## src/rtl/fifo_rd_stream_ctrl.sv

```systemverilog
// Read-side controller for the two-bank FIFO: occupancy tracking, credit-based deq issue,
// read-latency skid buffer and valid/ready output. Optional statistics: FIFO_RDSTR_STAT_EN.
module fifo_rd_stream_ctrl #(
  parameter int unsigned DW        = 32,
  parameter int unsigned DEPTH     = 4608,
  parameter int unsigned CNT_W     = 13,
  parameter int unsigned RD_LAT    = 2,
  parameter int unsigned BUF_DEPTH = 4
) (
  input  logic             CLK,
  input  logic             RST,
  input  logic             flush,
  input  logic             inc,
  output logic             fifo_deq,
  output logic             fifo_rrst,
  input  logic [DW-1:0]    fifo_dot,
  output logic [DW-1:0]    dout,
  output logic             dout_valid,
  input  logic             dout_ready,
  output logic             full,
  output logic             ovf,
  output logic [CNT_W-1:0] occ
`ifdef FIFO_RDSTR_STAT_EN
  ,
  output logic [31:0]      stat_words,
  output logic [31:0]      stat_stall
`endif
);

  localparam int unsigned PW = (BUF_DEPTH > 1) ? $clog2(BUF_DEPTH) : 1;
  localparam int unsigned BW = $clog2(BUF_DEPTH + 1);
  localparam logic [CNT_W-1:0] DEPTH_C  = CNT_W'(DEPTH);
  localparam logic [PW-1:0]    LAST_PTR = PW'(BUF_DEPTH - 1);
  localparam logic [BW-1:0]    BUF_FULL = BW'(BUF_DEPTH);

  logic [CNT_W-1:0]  occ_q, occ_d;
  logic              ovf_q, ovf_d;
  logic              rrst_q;
  logic [RD_LAT-1:0] pipe_q, pipe_d;
  logic [DW-1:0]     mem_q [BUF_DEPTH];
  logic [PW-1:0]     wr_ptr_q, wr_ptr_d, rd_ptr_q, rd_ptr_d;
  logic [BW-1:0]     cnt_q, cnt_d;

  logic        clr, push, pop, inc_acc;
  int unsigned inflight;

  function automatic logic [PW-1:0] next_ptr(input logic [PW-1:0] p);
    return (p == LAST_PTR) ? '0 : p + PW'(1);
  endfunction

  assign clr = RST | flush;

  always_comb begin
    inflight = 0;
    for (int unsigned i = 0; i < RD_LAT; i++) begin
      inflight = inflight + 32'(pipe_q[i]);
    end

    full       = (occ_q == DEPTH_C);
    // Credits cover words in flight plus words already buffered, so a push never overruns.
    fifo_deq   = (occ_q != '0) && ((inflight + 32'(cnt_q)) < BUF_DEPTH) && !rrst_q;
    dout_valid = (cnt_q != '0);
    dout       = mem_q[rd_ptr_q];
    push       = pipe_q[RD_LAT-1];
    pop        = dout_valid & dout_ready;
    inc_acc    = inc & ~(full & ~fifo_deq);

    occ_d = occ_q;
    unique case ({inc_acc, fifo_deq})
      2'b10:   occ_d = occ_q + CNT_W'(1);
      2'b01:   occ_d = occ_q - CNT_W'(1);
      default: occ_d = occ_q;
    endcase
    ovf_d = ovf_q | (inc & full & ~fifo_deq);

    pipe_d    = pipe_q << 1;
    pipe_d[0] = fifo_deq;

    wr_ptr_d = push ? next_ptr(wr_ptr_q) : wr_ptr_q;
    rd_ptr_d = pop  ? next_ptr(rd_ptr_q) : rd_ptr_q;
    cnt_d = cnt_q;
    unique case ({push, pop})
      2'b10:   cnt_d = cnt_q + BW'(1);
      2'b01:   cnt_d = cnt_q - BW'(1);
      default: cnt_d = cnt_q;
    endcase
  end

  always_ff @(posedge CLK) begin
    rrst_q <= clr;
    if (clr) begin
      occ_q    <= '0;
      ovf_q    <= 1'b0;
      pipe_q   <= '0;
      wr_ptr_q <= '0;
      rd_ptr_q <= '0;
      cnt_q    <= '0;
      for (int unsigned i = 0; i < BUF_DEPTH; i++) begin
        mem_q[i] <= '0;
      end
    end else begin
      occ_q    <= occ_d;
      ovf_q    <= ovf_d;
      pipe_q   <= pipe_d;
      wr_ptr_q <= wr_ptr_d;
      rd_ptr_q <= rd_ptr_d;
      cnt_q    <= cnt_d;
      if (push) begin
        mem_q[wr_ptr_q] <= fifo_dot;
      end
    end
  end

  always_ff @(posedge CLK) begin
    if (!clr) begin
      assert (!(push && !pop && (cnt_q == BUF_FULL)));
    end
  end

  assign fifo_rrst = rrst_q;
  assign ovf       = ovf_q;
  assign occ       = occ_q;

`ifdef FIFO_RDSTR_STAT_EN
  logic [31:0] words_q, stall_q;

  always_ff @(posedge CLK) begin
    if (clr) begin
      words_q <= '0;
      stall_q <= '0;
    end else begin
      if (pop && (words_q != '1)) begin
        words_q <= words_q + 32'd1;
      end
      if (dout_valid && !dout_ready && (stall_q != '1)) begin
        stall_q <= stall_q + 32'd1;
      end
    end
  end

  assign stat_words = words_q;
  assign stat_stall = stall_q;
`endif

endmodule
```

## config.mk

```make
export PLATFORM = sky130hd
export DESIGN_NAME = fifo_rd_stream_ctrl
export DESIGN_NICKNAME = d
export VERILOG_FILES = /design/src/rtl/fifo_rd_stream_ctrl.sv
export SDC_FILE = /design/constraint.sdc
export NUM_CORES = 1
export LEC_CHECK = 0
export ABC_CLOCK_PERIOD_IN_PS = 6610
export CELL_PAD_IN_SITES_DETAIL_PLACEMENT = 1
export CELL_PAD_IN_SITES_GLOBAL_PLACEMENT = 1
export CORE_ASPECT_RATIO = 1.4
export CORE_MARGIN = 2
export CORE_UTILIZATION = 51
export CTS_BUF_LIST = sky130_fd_sc_hd__clkbuf_8
export CTS_CLUSTER_SIZE = 20
export DETAILED_ROUTE_END_ITERATION = 8
export GPL_ROUTABILITY_DRIVEN = 0
export GPL_TIMING_DRIVEN = 0
export PLACE_DENSITY = 0.95
export SKIP_CTS_REPAIR_TIMING = 1
export SLEW_MARGIN = 20
export SYNTH_ARGS = -nofsm -noshare
export SYNTH_HDL_FRONTEND = slang
export SYNTH_SLANG_ARGS = --single-unit
```

## constraint.sdc

```tcl
create_clock -name CLK -period 6.61 [get_ports CLK]
set_clock_uncertainty 0.15 [all_clocks]
set_input_delay 0.661 -clock CLK [delete_from_list [all_inputs] [get_ports CLK]]
set_output_delay 0.661 -clock CLK [all_outputs]
set_load 0.05 [all_outputs]
```

==> key figures <==
Logic synthesis
  – Post-Syn Nets: 560
  – EDFF count, synth: 128
  – Yosys cell types: 50
  – Warnings, synthesis: 0
  – Yosys reg bits: 154
  – Mux contribution to synthesized area: 11.3%
  – Post-Syn Instances: 506
  – Fraction of the mapped netlist area in compound gates: 4.30%
  – Area share of the largest cell type after synthesis: 53.8%
  – Synth area leader: edfxtp_1
  – Primary FF master, synth: edfxtp_1
  – Synth async-reset ratio: 0%
  – Top cells by area, synth: edfxtp_1 54%, mux4_2 10%, and2_1 8.5%
  – Adder-cell share of the synthesized area: 3.18%
  – Mean area per synthesized cell: 14.1 µm²
  – Synth Area in XOR/XNOR: 1.47%
  – Synth Cell Area: 0.00715 mm²
  – Simple-Gate Fraction of Synth Area: 16.1%
  – Register area share after synthesis: 61.0%
  – Largest family of logic cells by synthesized area: simple AND/OR/NAND/NOR gates

Timing
  – RSZ-0062 raised after global routing: no
  – Slew margin rel.: 42.5%
  – Setup WS post-layout: 2740 ps
  – Fmax: 259 MHz
  – Hold Vio Cnt, Final: 0
  – Max-slew violation count: 0
  – Worst-Margin Slew: 860 ps
  – Final Critical Period: 3870 ps
  – Final setup TNS: 0 ps
  – Part of the cycle the worst path needs: 58.5%
  – Setup Viol. Count Final: 0

Critical path
  – Req. time, crit path: 6810 ps
  – CP max FO: 7
  – Critical Path Start: cnt_q[0]
  – CP max stage cell: nor3_2
  – Critical Path Sink: occ[12]
  – Register-to-register setup slack: 2740 ps
  – Reg2Reg Depth: 13
  – RR Endpoint: occ[12]
  – Arr. time, crit path: 4070 ps
  – CP Capture Type: register
  – Largest stage delay on the critical path: 560 ps
  – Crit Path Category: reg2reg
  – Setup crit start kind: register
  – CP cell instances: ha_1 > a21oi_2 > o21ai_1 > nor3_2 > buf_4 > ha_1 > buf_2 > a21oi_1 > nand2_1 > a311oi_1 > nor3_1 > nor3_1 > nor3b_2
  – R2r startpoint: cnt_q[0]

Layout
  – # diodes: 0
  – Filler cells: 1,334
  – Area delta synth->final: 22.5%
  – Storage element area: 0.00436 mm²
  – Final Non-Filler Cells: 814
  – NumNets Final: 670
  – Final Cell Area: 0.00876 mm²
  – Multi-input logic area: 0.00262 mm²
  – Final Util: 63.5%
  – Share of cells above drive strength 1: 14.6%

Drt
  – DRT Pass-1 Iters: 4
  – Via density: 6.03
  – Top Layer Used: met4
  – Routed wl met2: 11,100 µm
  – Vias: 4,905
  – Detailed Route WL: 20,400 µm
  – Post-DR wirelength/cell: 25.1 µm
  – Wl on met1: 7610 µm
  – Met3 wire len: 1100 µm
  – DR iter-0 viols: 291
  – Number of remaining DRC errors: 0
  – Post-route ant nets: 0

Die
  – Std cell rows: 51
  – Die Footprint: 0.0150 mm²
  – DIE WIDTH: 104 µm
  – Initial core utilization: 51.9%
  – Core Box Area: 0.0138 mm²
  – IO Count: 87
  – Die height: 144 µm

Global routing
  – Vias in the first global route: 5,423
  – First-pass GRT wire length: 31,900 µm
  – Initial antenna violation count: 0
  – Gr ovfl total: 0
  – Largest net degree at the start of global routing: 23
  – All-layer global routing usage: 28.7%

Clock network
  – Worst-path clk slew: 100 ps
  – Worst-skew pair later-pin latency: 470 ps
  – CTS buffer count: 17
  – Num Clock Sinks: 154
  – H-tree Lvls: 4
  – Clock root cell: clkbuf_8
  – Clock Path Buffers: 2
  – CTS tree: done

Power and ir drop
  – Cell Int Power: 1.46 mW
  – Max VDD drop: 126 µV
  – Clock group share of total power: 36.4%
  – Gate power share: 8.8%
  – Reg power frac: 54.9%
  – Switching share of power: 26.8%
  – Sw Pwr: 0.535 mW
  – Pwr dens: 228 mW/mm²
  – Leakage: 3.43 nW

Placement
  – Cell Area, Placed: 0.00837 mm²
  – Dpl cells: 782
  – Post-DP HPWL: 14,000 µm
  – Post-place setup slack: 2630 ps
  – IO buf count: 86

Job
  – Max Cap Viol: 0

Worst hold path
  – Min-Delay Path Class: reg2reg

Run status
  – Status: finished clean
## layout by cell type, fill, tap and decap left out, types with 5 or more instances in the layout
cell             synthesis  final
o21ai_0                  8      8
and3_1                  32     32
clkbuf_1                23     23
mux4_2                  32     32
inv_1                   11     12
mux2i_1                  9      9
and2_1                  97     97
edfxtp_1               128    128
nand2_1                 12     11
nor2_1                  23     23
a21oi_1                 14     14
clkbuf_8                 0     17
dfxtp_1                 26     26
nor3_1                   8      7
xnor2_1                  7      7
clkdlybuf4s50_1          0     86
xor2_1                   5      5
ha_1                    15     15
nand3_1                  6      6
## cells in the mapped netlist, types with 9 or more instances
library cell / instances
and3_1: 32
a21oi_1: 14
and2_1: 97
mux2i_1: 9
nand2_1: 12
ha_1: 15
edfxtp_1: 128
clkbuf_1: 23
nor2_1: 23
dfxtp_1: 26
inv_1: 11
mux4_2: 32
## final cells by class
cell class / instances / area share [%]
buffer: 30 / 1.61
clock buffer: 17 / 2.67
clock inverter: 15 / 1.79
inverter: 11 / 0.471
multi-input combinational: 311 / 29.9
sequential: 154 / 49.8
tap: 185 / 2.64
timing repair buffer: 91 / 11.1
## power groups by stage
stage          Clock [mW]  Combinational, mW  Sequential (mW)
2_1_floorplan           0             0.0875             1.12
3_3_place_gp            0              0.157             1.11
3_5_place_dp            0              0.173             1.12
4_1_cts             0.725              0.175             1.10
5_1_grt             0.760              0.182             1.10
6_report            0.727              0.175             1.10
## critical path, delay by kind of cell (launching register included)
family	cells	cell delay (ps)
AND/OR/NAND/NOR	5	1160
AO/OA/AOI/OAI	4	1050
buffers and inverters	2	440
adder cells (fa/ha/maj)	2	510
flip-flops	1	420
## sequential cells by signal, summed over array words and instances (netlist names), named ones only
name	cells
mem_q	128
occ	13
cnt_q	3
pipe_q	2
rd_ptr_q	2
wr_ptr_q	2
fifo_rrst	1
ovf	1
## cells by family (layout without fill, tap and decap cells)
logic type,after synthesis,count (layout)
xor gates and xnor gates,12,12
and+or+nand+nor,196,196
DFF,154,154
buffers and inverters,41,164
muxes,41,41
AOI/OAI and AO/OA,45,45
adders and majority gates,17,17
## metrics by stage
step	hold slack, ps	power (mW)
3_5_place_dp	318	1.29
2_1_floorplan	287	1.20
5_1_grt	382	2.04
6_report	337	2.00
3_3_place_gp	303	1.27
4_1_cts	341	2.00
## metal layers
| layer | up-vias | global-route usage [%] |
|---|---|---|
| met3 | 45 | 6.17 |
| met1 | 2534 | 32.7 |
| li1 | 2103 | - |
| met2 | 223 | 52.4 |
| met5 | - | 0 |
| met4 | 0 | 12.6 |
## worst min path at each step
stage / cells past startpoint / end / start
2_1_floorplan: 1 / pipe_q[1] / pipe_q[0]
3_3_place_gp: 1 / pipe_q[1] / pipe_q[0]
3_5_place_dp: 2 / ovf / ovf
4_1_cts: 2 / ovf / ovf
5_1_grt: 2 / ovf / ovf
6_report: 2 / ovf / ovf
Note: power is estimated with default switching activity, not from simulation.
